===== config.mk =====
export PLATFORM = sky130hd
export DESIGN_NAME = tdm_demux4
export DESIGN_NICKNAME = d
export VERILOG_FILES = /design/src/rtl/tdm_pkg.sv /design/src/rtl/tdm_slot_ctr.sv /design/src/rtl/tdm_demux4.sv
export SDC_FILE = /design/constraint.sdc
export NUM_CORES = 1
export LEC_CHECK = 0
export CORE_ASPECT_RATIO = 1.25
export CORE_MARGIN = 2
export CORE_UTILIZATION = 35
export DETAILED_ROUTE_END_ITERATION = 12
export PLACE_DENSITY = 0.62
export SKIP_CTS_REPAIR_TIMING = 1
export SLEW_MARGIN = 40
export SYNTH_ARGS = -nofsm -noshare
export SYNTH_HDL_FRONTEND = slang
export SYNTH_SLANG_ARGS = --single-unit

===== constraint.sdc =====
create_clock -name clk -period 2.2 [get_ports clk]
set_input_delay 0.44 -clock clk [delete_from_list [all_inputs] [get_ports clk]]
set_output_delay 0.44 -clock clk [all_outputs]
set_load 0.01 [all_outputs]

===== src/rtl/tdm_pkg.sv =====
// Shared definitions for the 4-slot TDM mux/demux path: slot geometry, FSM states,
// counter operation codes and the slot one-hot decode used by both link ends.
package tdm_pkg;

  localparam int NUM_SLOTS = 4;
  localparam int SLOT_W    = 2;

  typedef enum logic {
    HUNT   = 1'b0,
    LOCKED = 1'b1
  } state_t;

  typedef enum logic [1:0] {
    SLOT_HOLD,
    SLOT_ADV,
    SLOT_LOAD1,
    SLOT_CLR
  } slot_op_t;

  typedef enum logic [1:0] {
    MISS_HOLD,
    MISS_INC,
    MISS_CLR
  } miss_op_t;

  function automatic logic [NUM_SLOTS-1:0] onehot(input logic [SLOT_W-1:0] slot);
    logic [NUM_SLOTS-1:0] r;
    r       = '0;
    r[slot] = 1'b1;
    return r;
  endfunction

endpackage


===== src/rtl/tdm_slot_ctr.sv =====
// Slot position counter plus the consecutive-unmarked-frame (miss) counter.
// miss_hit tells the FSM that one more increment would reach MISS_LIMIT.
module tdm_slot_ctr
  import tdm_pkg::*;
#(
  parameter int MISS_LIMIT = 2
) (
  input  logic              clk,
  input  logic              rst,
  input  slot_op_t          slot_op,
  input  miss_op_t          miss_op,
  output logic [SLOT_W-1:0] slot,
  output logic              miss_hit
);

  logic [1:0] miss;

  // NOTE: sequential state is assigned with <= so every register samples pre-edge values.
  always_ff @(posedge clk or posedge rst) begin
    if (rst) begin
      slot <= '0;
    end else begin
      case (slot_op)
        SLOT_ADV:   slot <= slot + 1'b1;
        SLOT_LOAD1: slot <= SLOT_W'(1);
        SLOT_CLR:   slot <= '0;
        default:    slot <= slot;
      endcase
    end
  end

  always_ff @(posedge clk or posedge rst) begin
    if (rst) begin
      miss <= '0;
    end else begin
      case (miss_op)
        MISS_INC: miss <= miss + 1'b1;
        MISS_CLR: miss <= '0;
        default:  miss <= miss;
      endcase
    end
  end

  assign miss_hit = ({1'b0, miss} + 3'd1) >= 3'(MISS_LIMIT);

endmodule


===== src/rtl/tdm_demux4.sv =====
// Receive side of the 4:1 TDM link: locks onto frame_sync, collects slots 0..3 into a
// shadow register and publishes each complete frame on dout in a single update.
module tdm_demux4
  import tdm_pkg::*;
#(
  parameter int WIDTH      = 1,
  parameter int MISS_LIMIT = 2
) (
  input  logic                       clk,
  input  logic                       rst,
  input  logic [WIDTH-1:0]           din,
  input  logic                       din_valid,
  input  logic                       frame_sync,
  output logic [NUM_SLOTS*WIDTH-1:0] dout,
  output logic                       frame_valid,
  output logic [NUM_SLOTS-1:0]       ch_strobe,
  output logic                       locked,
  output logic                       sync_err
);

  state_t                             state_q, state_d;
  logic [NUM_SLOTS-1:0][WIDTH-1:0]    shadow_q, shadow_d;
  logic [NUM_SLOTS*WIDTH-1:0]         dout_d;
  logic                               frame_valid_d;
  logic [NUM_SLOTS-1:0]               ch_strobe_d;
  logic                               sync_err_d;
  slot_op_t                           slot_op;
  miss_op_t                           miss_op;
  logic [SLOT_W-1:0]                  slot;
  logic                               miss_hit;

  tdm_slot_ctr #(
    .MISS_LIMIT(MISS_LIMIT)
  ) u_slot_ctr (
    .clk      (clk),
    .rst      (rst),
    .slot_op  (slot_op),
    .miss_op  (miss_op),
    .slot     (slot),
    .miss_hit (miss_hit)
  );

  // NOTE: every variable gets a default first so no path through the case leaves one unassigned (no latches).
  always_comb begin
    state_d       = state_q;
    shadow_d      = shadow_q;
    dout_d        = dout;
    frame_valid_d = 1'b0;
    ch_strobe_d   = '0;
    sync_err_d    = 1'b0;
    slot_op       = SLOT_HOLD;
    miss_op       = MISS_HOLD;

    if (din_valid) begin
      case (state_q)
        HUNT: begin
          if (frame_sync) begin
            shadow_d[0] = din;
            ch_strobe_d = onehot(SLOT_W'(0));
            slot_op     = SLOT_LOAD1;
            miss_op     = MISS_CLR;
            state_d     = LOCKED;
          end
        end

        LOCKED: begin
          if (frame_sync && slot != '0) begin
            // Misaligned marker: abandon the partial frame and restart it at this slot.
            sync_err_d  = 1'b1;
            shadow_d[0] = din;
            ch_strobe_d = onehot(SLOT_W'(0));
            slot_op     = SLOT_LOAD1;
            miss_op     = MISS_CLR;
          end else if (!frame_sync && slot == '0 && miss_hit) begin
            sync_err_d  = 1'b1;
            slot_op     = SLOT_CLR;
            miss_op     = MISS_CLR;
            state_d     = HUNT;
          end else begin
            shadow_d[slot] = din;
            ch_strobe_d    = onehot(slot);
            slot_op        = SLOT_ADV;
            if (slot == '0) begin
              miss_op = frame_sync ? MISS_CLR : MISS_INC;
            end
            if (slot == SLOT_W'(NUM_SLOTS - 1)) begin
              dout_d        = shadow_d;
              frame_valid_d = 1'b1;
            end
          end
        end

        default: state_d = HUNT;
      endcase
    end
  end

  // NOTE: shadow is a small register bank, not a RAM, so it is reset along with the rest of the state.
  always_ff @(posedge clk or posedge rst) begin
    if (rst) begin
      state_q     <= HUNT;
      shadow_q    <= '0;
      dout        <= '0;
      frame_valid <= 1'b0;
      ch_strobe   <= '0;
      locked      <= 1'b0;
      sync_err    <= 1'b0;
    end else begin
      state_q     <= state_d;
      shadow_q    <= shadow_d;
      dout        <= dout_d;
      frame_valid <= frame_valid_d;
      ch_strobe   <= ch_strobe_d;
      locked      <= (state_d == LOCKED);
      sync_err    <= sync_err_d;
    end
  end

endmodule


==> results.json <==
{
  "pin_count": 16,
  "worstMarginPinSlew_ns": 0.662,
  "drt_pre_antenna_iters": 3,
  "crit_required_ns": 2.39,
  "final_min_period_over_clock_period": 0.903,
  "grt_pass1_vias": 730,
  "areaGrowthSynthToFinish_pct": 21.6,
  "fillerInstances": 264,
  "fmaxAchievable_mhz": 504,
  "synthFlopType": "dfrtp_1",
  "global_route_wire_length_before_repair_um": 3280,
  "timing_max_transition_violations_final": 0,
  "netlist_instances": 86,
  "globalRouteTotalUtil": 0.133,
  "placeableCoreArea_um2": 2680,
  "critical_path.max_fanout": 7,
  "portion_of_synthesized_cell_area_occupied_by_the_leading_cell_type": 0.434,
  "drt_wl_total_um": 1770,
  "placedInstanceArea_um2": 1160,
  "drive_above_1_share": 0.212,
  "setup.worst_path.start_class": "flip-flop",
  "clock_insertion_delay_worst_skew_ns": 0.30,
  "worstSetupPathType": "reg -> reg",
  "chip_width_um": 51.3,
  "fin_ws_ns": 0.214,
  "critical_path.endpoint_type": "flip-flop",
  "dieHeight_um": 63.2,
  "detail_route.vias_per_cell": 4.96,
  "clock_tree_from_tritoncts": "done",
  "timing.clock.skew_ns": 0.000821,
  "post_synthesis_register_bit_count": 17,
  "drt.antenna.violating_nets": 0,
  "ys_seq_area_frac": 0.434,
  "slew_headroom": 0.558,
  "cts_num_sinks": 17,
  "port_buffers": 15,
  "most_frequent_standard_cell_in_the_layout_excluding_fill_and_tap_cells": "dfrtp_1",
  "globalplace.congestion": 0.730,
  "h-tree-depth": 1,
  "post_layout_power_mw": 1.43,
  "clock_path_buffers": 2,
  "route.detailed.drc": 0,
  "final-hold-violation-count": 0,
  "diodes": 0,
  "final_nets": 119,
  "root_buffer": "clkbuf_4",
  "cp_data_arrival_time_ns": 2.18,
  "final_period_minus_worst_setup_slack_ns": 1.99,
  "setup_repair_after_global_routing_missed_its_margin": "no",
  "initial_antenna_violation_count": 0,
  "hold_class": "reg -> reg",
  "power_density_nw_per_um2": 1200,
  "drt_first_iter_violations": 5,
  "critical_path.max_stage_delay_ns": 0.46,
  "die-area_um2": 3240,
  "synth_nets": 100,
  "run_status": "finished, final reports clean",
  "floorplan.rows": 21,
  "mappedNetlistArea_um2": 980,
  "path_cells": "inv_1, ha_1, or3b_4, nand4_4, mux2_2",
  "yosysWarnings": 0,
  "hpwlAfterDp_um": 1300,
  "cap_violations": 0,
  "numCtsBuffers": 3,
  "routed-via-count": 684,
  "distinct_cell_type_count_after_synthesis": 32,
  "design_area_um2": 1190,
  "cell_type_with_the_highest_aggregate_area_in_the_netlist": "dfrtp_1",
  "total_grt_overflow": 0,
  "detail_route.wl_per_cell_um": 12.8,
  "grt_max_degree": 18,
  "asyncSetResetFlopFracSynth": 1.00,
  "synth.top_cells.by_area": "dfrtp_1 43%, ha_1 11%, mux2_2 10%",
  "leak_nw": 0.543,
  "power.ir.vdd_worst_mv": 0.532,
  "post_synth.cell_area_avg_um2": 11.4,
  "critPathSlowestCell": "dfrtp_1",
  "synth-edff-count": 0,
  "layout_common_cells": "17 x dfrtp_1, 15 x clkdlybuf4s50_1, 9 x mux2_2, 9 x ha_1",
  "final.setup.tns_ns": 0,
  "start_util": 0.366,
  "placement.setup.worst_slack_ns": 0.167,
  "setup_viol_count_final": 0,
  "clk_pin_slew_ns": 0.10
}
==> per-stage QoR <==
step | std cells | util | hold WS, ns
2_1_floorplan | 86 | - | 0.366
3_3_place_gp | 134 | 0.434 | 0.463
3_5_place_dp | 134 | 0.434 | 0.478
4_1_cts | 138 | 0.444 | 0.501
5_1_grt | 138 | 0.444 | 0.537
6_report | 138 | 0.444 | 0.495
==> worst paths after layout <==
check / slack (ns) / endpoint / cells past startpoint / from
min in group asynchronous: 0.52 / dout[0]$_DFFE_PP0P_ / 2 / rst
max in group asynchronous: 1.26 / u_slot_ctr.miss[0]$_DFFE_PP0P_ / 2 / rst
hold reg to reg: 0.50 / u_slot_ctr.miss[1]$_DFFE_PP0P_ / 2 / u_slot_ctr.miss[1]$_DFFE_PP0P_
hold / removal: 0.50 / u_slot_ctr.miss[1]$_DFFE_PP0P_ / 2 / u_slot_ctr.miss[1]$_DFFE_PP0P_
setup / recovery: 0.21 / dout[2]$_DFFE_PP0P_ / 5 / u_slot_ctr.slot[0]$_DFFE_PP0P_
setup reg to reg: 0.21 / dout[2]$_DFFE_PP0P_ / 5 / u_slot_ctr.slot[0]$_DFFE_PP0P_
==> worst max-delay path, delay by kind of cell, from the launching register on <==
| kind | cells | cell delay [ns] |
|---|---|---|
| AND/OR/NAND/NOR | 2 | 0.58 |
| adder cells (fa/ha/maj) | 1 | 0.31 |
| flip-flops | 1 | 0.46 |
| multiplexers | 1 | 0.34 |
| buffers and inverters | 1 | 0.18 |
==> power breakdown <==
part           total (mW)  internal, mW  switching (mW)
registers           0.529         0.435          0.0943
clock network       0.174        0.0678           0.106
logic               0.725         0.394           0.331
total                1.43         0.897           0.532
==> cell usage after synthesis (all sizes together), types with 2 or more instances <==
cell type,number
o21a,3
inv,6
nor2b,3
a21boi,2
a31oi,2
nand4,4
dfrtp,17
nand2,6
buf,4
mux2,9
ha,9
and3,3
nand2b,2
==> layout make-up <==
type / instances / area (um2) / area share
clock buffers: 3 / 22.5 / 0.0189
clock inverters: 1 / 5.00 / 0.00420
inverters: 6 / 22.5 / 0.0189
multi-input cells: 58 / 493 / 0.414
flip-flops and latches: 17 / 425 / 0.357
well taps: 34 / 42.5 / 0.0357
repair buffers: 19 / 180 / 0.151
==> cell families after synthesis <==
kind of cell / after synthesis / synth area share
DFF: 17 / 0.434
and+or+nand+nor: 26 / 0.183
adders and majority gates: 9 / 0.115
AOI/OAI and AO/OA: 14 / 0.102
muxes: 9 / 0.103
buffers and inverters: 11 / 0.0626
==> layer usage <==
layer	vias to the layer above	part of all wire	global-route usage
met5	-	0	0
met4	0	0.027	0.0691
met3	5	0.022	0.0213
met1	327	0.48	0.171
met2	11	0.47	0.213
li1	341	-	-
==> state kept, by name (all words and copies together) (netlist names) <==
| name | count |
|---|---|
| u_slot_ctr.miss | 2 |
| shadow_q | 3 |
| ch_strobe | 4 |
| sync_err | 1 |
| state_q | 1 |
| u_slot_ctr.slot | 2 |
| dout | 4 |
Power figures use the tool's default switching activity.
